--- src/rtl/vu_peak_ctrl.sv ---
// VU bar display controller: maps sample bytes to a 0..8 bar level,
// keeps a peak-hold marker with timed decay, and blanks on silence.
module vu_peak_ctrl #(
  parameter int unsigned HOLD_CYCLES    = 50000000,
  parameter int unsigned DECAY_CYCLES   = 10000000,
  parameter int unsigned TIMEOUT_CYCLES = 200000000
) (
  input  logic       clk,
  input  logic       rst_,
  input  logic [7:0] sample_i,
  input  logic       sample_valid_i,
  output logic [7:0] bar_o,
  output logic [7:0] peak_o,
  output logic [3:0] level_o,
  output logic       busy_o
);

  typedef enum logic [1:0] {
    IDLE,
    HOLD,
    DECAY
  } state_t;

  localparam logic [31:0] HOLD_LAST  = 32'(HOLD_CYCLES - 1);
  localparam logic [31:0] DECAY_LAST = 32'(DECAY_CYCLES - 1);
  localparam logic [31:0] TO_LAST    = 32'(TIMEOUT_CYCLES - 1);
  localparam logic [31:0] TO_MAX     = 32'(TIMEOUT_CYCLES);

  state_t      state;
  state_t      state_nxt;
  logic [3:0]  bar_level;
  logic [3:0]  bar_nxt;
  logic [3:0]  peak_level;
  logic [3:0]  peak_nxt;
  logic [31:0] hold_cnt;
  logic [31:0] hold_nxt;
  logic [31:0] dec_cnt;
  logic [31:0] dec_nxt;
  logic [31:0] sil_cnt;
  logic [31:0] sil_nxt;

  logic [3:0]  lvl;
  logic        capture;
  logic [3:0]  peak_dn;
  logic [7:0]  bar_vec;
  logic [7:0]  peak_vec;

  // Sample byte to bar level; a peak is captured at or above the marker.
  always_comb begin
    lvl = 4'd0;
    if (sample_i != 8'd0) begin
      lvl = {1'b0, sample_i[7:5]} + 4'd1;
    end
    capture = sample_valid_i && (lvl != 4'd0)
              && (lvl >= peak_level);
    peak_dn = peak_level - 4'd1;
  end

  // Bar level and silence counter; a valid sample beats the timeout.
  always_comb begin
    bar_nxt = bar_level;
    sil_nxt = sil_cnt;
    if (sample_valid_i) begin
      bar_nxt = lvl;
      sil_nxt = 32'd0;
    end else begin
      if (sil_cnt < TO_MAX) begin
        sil_nxt = sil_cnt + 32'd1;
      end
      if (sil_cnt >= TO_LAST) begin
        bar_nxt = 4'd0;
      end
    end
  end

  // Peak FSM next state; a capture overrides hold expiry and decay steps.
  always_comb begin
    state_nxt = state;
    peak_nxt  = peak_level;
    hold_nxt  = hold_cnt;
    dec_nxt   = dec_cnt;
    if (capture) begin
      state_nxt = HOLD;
      peak_nxt  = lvl;
      hold_nxt  = 32'd0;
      dec_nxt   = 32'd0;
    end else begin
      unique case (state)
        IDLE: begin
          peak_nxt = 4'd0;
          hold_nxt = 32'd0;
          dec_nxt  = 32'd0;
        end
        HOLD: begin
          if (hold_cnt == HOLD_LAST) begin
            state_nxt = DECAY;
            hold_nxt  = 32'd0;
            dec_nxt   = 32'd0;
          end else begin
            hold_nxt = hold_cnt + 32'd1;
          end
        end
        DECAY: begin
          if (dec_cnt == DECAY_LAST) begin
            dec_nxt = 32'd0;
            if (peak_dn < bar_level) begin
              state_nxt = HOLD;
              peak_nxt  = bar_level;
              hold_nxt  = 32'd0;
            end else if (peak_dn == 4'd0) begin
              state_nxt = IDLE;
              peak_nxt  = 4'd0;
            end else begin
              peak_nxt = peak_dn;
            end
          end else begin
            dec_nxt = dec_cnt + 32'd1;
          end
        end
        default: begin
          state_nxt = IDLE;
          peak_nxt  = 4'd0;
          hold_nxt  = 32'd0;
          dec_nxt   = 32'd0;
        end
      endcase
    end
  end

  // Thermometer bar and one-hot marker decoded from next-cycle levels.
  always_comb begin
    bar_vec  = 8'd0;
    peak_vec = 8'd0;
    for (int i = 0; i < 8; i++) begin
      bar_vec[i] = (4'(i) < bar_nxt);
    end
    if (peak_nxt != 4'd0) begin
      peak_vec = 8'd1 << (peak_nxt - 4'd1);
    end
  end

  // Internal state registers.
  always_ff @(posedge clk or negedge rst_) begin
    if (!rst_) begin
      state      <= IDLE;
      bar_level  <= 4'd0;
      peak_level <= 4'd0;
      hold_cnt   <= 32'd0;
      dec_cnt    <= 32'd0;
      sil_cnt    <= 32'd0;
    end else begin
      state      <= state_nxt;
      bar_level  <= bar_nxt;
      peak_level <= peak_nxt;
      hold_cnt   <= hold_nxt;
      dec_cnt    <= dec_nxt;
      sil_cnt    <= sil_nxt;
    end
  end

  // Registered LED and status outputs.
  always_ff @(posedge clk or negedge rst_) begin
    if (!rst_) begin
      bar_o   <= 8'd0;
      peak_o  <= 8'd0;
      level_o <= 4'd0;
      busy_o  <= 1'b0;
    end else begin
      bar_o   <= bar_vec;
      peak_o  <= peak_vec;
      level_o <= bar_nxt;
      busy_o  <= (state_nxt == HOLD) || (state_nxt == DECAY);
    end
  end

endmodule
--- config.mk ---
export PLATFORM = sky130hd
export DESIGN_NAME = vu_peak_ctrl
export DESIGN_NICKNAME = d
export VERILOG_FILES = /design/src/rtl/vu_peak_ctrl.sv
export SDC_FILE = /design/constraint.sdc
export NUM_CORES = 1
export LEC_CHECK = 0
export ABC_AREA = 0
export CORE_MARGIN = 2
export CORE_UTILIZATION = 61
export DETAILED_ROUTE_END_ITERATION = 10
export PLACE_DENSITY = 0.78
export SETUP_SLACK_MARGIN = 0.2
export SYNTH_ARGS = -nofsm -noshare
export SYNTH_HDL_FRONTEND = slang
export SYNTH_SLANG_ARGS = --single-unit
--- constraint.sdc ---
create_clock -name clk -period 3.9 [get_ports clk]
set_input_delay 0.585 -clock clk [delete_from_list [all_inputs] [get_ports clk]]
set_output_delay 0.585 -clock clk [all_outputs]
set_load 0.01 [all_outputs]
==> results.py <==
metrics = {
    "run_status": {
        "outcome": "finished clean",
    },
    "worst_setup_path": {
        "endpoint_kind": "flop",
        "cp_top_family": "simple AND/OR/NAND/NOR gates",
        "cp_num_buf_inv": 2,
        "crit_chain": "clkdlybuf4s50_1 -> nor4_1 -> and2_1 -> nor2_1 -> inv_1 -> ha_1 -> nand2b_1 -> a2111o_1 -> a41oi_1 -> nand3_2 -> o211ai_4 -> and4bb_2",
        "cpPeakStageDelay_ns": 0.52,
        "crit_cells": 12,
        "cp_max_fo": 9,
        "critPathKind": "in -> reg",
        "cp-start-kind": "input port",
        "crit_slowest_cell": "clkdlybuf4s50_1",
        "reg2regPathDepth": 6,
        "cp.required_ns": 4.20,
        "crit_arrival_ns": 3.72,
    },
    "grt": {
        "grt_max_degree": 73,
        "antenna_found_initial": 0,
        "grt_util_all_layers": 0.290,
        "grt_pass1_vias": 6176,
        "gr-total-overflow": 0,
        "grt_pass1_wl_um": 29600,
    },
    "clock_tree": {
        "cts-root-buf": "clkbuf_16",
        "clockBufferDepth": 2,
        "cts_setup_buffers": 0,
        "cts_sinks": 122,
        "tritoncts": "built",
        "ctsHoldBuffers": 0,
        "clk_latency_ns": 0.42,
        "htreeDepth": 4,
        "ctsResizeCount": 0,
        "clk_pin_slew_ns": 0.06,
        "cts_inserted_buffers": 17,
    },
    "routing": {
        "avgViaCountPerCell": 6.57,
        "drc": 0,
        "wl_per_cell_um": 18.2,
        "drt-total-wl_um": 17900,
        "vias": 6455,
        "drt-pass1-iter-count": 5,
        "drtIter0Drc": 574,
        "final_antenna_net_count": 0,
    },
    "sta": {
        "finalSetupTns_ns": 0,
        "slew_violations": 0,
        "hold_violations": 0,
        "rsz0062_at_grt": "true",
        "period_share": 0.877,
        "fin_worst_skew_ns": 0.00741,
        "min_period_ns": 3.42,
        "finalSetupViolations": 0,
        "tightestPinTransition_ns": 1.15,
        "fmax_mhz": 292,
        "slew_headroom": 0.229,
    },
    "floorplanning": {
        "die_w_um": 112,
        "die_h_um": 112,
        "num_rows": 39,
        "initial_utilization": 0.625,
        "ios": 32,
        "die_area_mm2": 0.0125,
        "core_area_mm2": 0.0114,
    },
    "finish": {
        "layout_common_cells": "dfrtp_1 (122), o21ai_0 (69), nor2_1 (54)",
        "layout.nets": 856,
        "antenna_cells": 0,
        "finalCoreUtilization": 0.730,
        "seq_area_mm2": 0.00305,
        "final_common_cell": "dfrtp_1",
        "fillCellCount": 813,
        "drive_gt1_frac": 0.0976,
        "final-instance-count-excl-fill": 983,
        "multi_input_area_mm2": 0.00383,
        "synthToLayoutAreaGrowth_pct": 16.9,
    },
    "synth": {
        "syn_avg_cell_area_um2": 9.00,
        "ys_seq_area_frac": 0.430,
        "async_reset_ff_frac": 1.00,
        "ys_types": 67,
        "synthCells": 789,
        "ys_seq_elements": 122,
        "syn_area_mm2": 0.00710,
        "yosys_warnings": 0,
        "synth_edf_count": 0,
        "ys.flop_type": "dfrtp_1",
        "synth_nets": 817,
    },
    "hold_path": {
        "min_path_type": "in -> async",
    },
    "run": {
        "max_cap_viol_count": 0,
    },
    "pwr": {
        "p_sw_mw": 1.28,
        "p_seq_frac": 0.347,
        "power.density_mw_per_mm2": 479,
        "internal_power_mw": 2.70,
        "pwr-share-clk": 0.401,
        "pwr-share-comb": 0.252,
        "ir_worst_vdd_mv": 0.486,
        "p_leak_nw": 3.35,
        "switching_share": 0.322,
    },
    "place": {
        "gp_congestion": 0.908,
        "place.detailed.hpwl_um": 11600,
        "port_buffers": 31,
        "placed_cells": 952,
    },
}
[Yosys cell counts (9+ instances only)]
| master | instances | area (um2) |
|---|---|---|
| nand2_1 | 53 | 199 |
| nand4_1 | 17 | 106 |
| inv_1 | 34 | 128 |
| and2_1 | 15 | 93.8 |
| and3_1 | 23 | 144 |
| o31ai_1 | 29 | 218 |
| nand3_1 | 51 | 255 |
| nor4_1 | 18 | 113 |
| o21ai_0 | 69 | 345 |
| nor3_1 | 42 | 210 |
| clkbuf_1 | 27 | 101 |
| nor4b_1 | 9 | 78.8 |
| or3_1 | 14 | 87.6 |
| dfrtp_1 | 122 | 3050 |
| nor2_1 | 55 | 206 |
| a21oi_1 | 26 | 130 |
| and4_1 | 10 | 87.6 |
| or4_1 | 14 | 105 |
| ha_1 | 17 | 213 |
| xnor2_1 | 16 | 140 |
| xor2_1 | 10 | 87.6 |
[stage by stage]
stage	area (um2)	total power, mW	setup slack [ns]	hold slack, ns
floorplan	7100	2.00	0.661	0.289
global placement	7650	2.31	0.178	0.480
detailed placement	7650	2.35	0.0409	0.480
CTS	8250	3.95	0.474	0.328
global route	8300	4.16	0.166	0.379
finish	8300	3.98	0.480	0.286
[path summary, 6_finish.rpt]
path	startpoint	end	slack (ns)
setup / recovery	sample_i[6]	peak_o[5]	0.48
min in group clk	hold_cnt[14]	hold_cnt[14]	0.50
hold reg to reg	hold_cnt[14]	hold_cnt[14]	0.50
setup reg to reg	dec_cnt[17]	hold_cnt[19]	0.76
max in group asynchronous	rst_	peak_o[2]	2.83
hold / removal	rst_	sil_cnt[18]	0.29
[per-layer routing]
| layer | global-route usage | routed length, um | vias up |
|---|---|---|---|
| met5 | 0 | 0 | - |
| met1 | 0.376 | 7680 | 3130 |
| met2 | 0.482 | 8930 | 245 |
| met3 | 0.0680 | 964 | 36 |
| met4 | 0.0979 | 320 | 0 |
| li1 | - | - | 3044 |
[sequential cells by signal, summed over array words and instances (netlist names)]
name / count
peak_o: 8
sil_cnt: 32
bar_o: 8
state: 2
peak_level: 4
busy_o: 1
level_o: 3
dec_cnt: 32
hold_cnt: 32
[final cells by class]
cell class                 instances  share of cell area
multi-input combinational        598               0.461
clock inverter                    14              0.0210
timing repair buffer              55              0.0618
inverter                          34              0.0154
sequential                       122               0.368
tap                              143              0.0216
clock buffer                      17              0.0513
[worst reg2reg max path: cells and delay by family, from the launching register on]
kind	cells	cell delay (ns)
AND/OR/NAND/NOR	3	1.46
AO/OA/AOI/OAI	2	0.72
flip-flops	1	0.50
buffers and inverters	1	0.33
[kinds of logic after synthesis]
| logic type | count (synthesis) | share of synthesized area |
|---|---|---|
| compound gates | 186 | 0.173 |
| xor+xnor | 26 | 0.0321 |
| fa+ha+maj | 17 | 0.0300 |
| buf+inv | 69 | 0.0393 |
| flops | 122 | 0.430 |
| mux | 6 | 0.00916 |
| simple gates | 363 | 0.287 |
[power by group through the flow]
| stage | Combinational (mW) | Clock, mW | Sequential, mW |
|---|---|---|---|
| 5_1_grt | 1.10 | 1.67 | 1.39 |
| 2_1_floorplan | 0.592 | 0 | 1.40 |
| 6_report | 1.00 | 1.59 | 1.38 |
| 4_1_cts | 0.957 | 1.61 | 1.38 |
| 3_5_place_dp | 0.949 | 0 | 1.40 |
| 3_3_place_gp | 0.915 | 0 | 1.40 |
(Power assumes the default switching activity.)
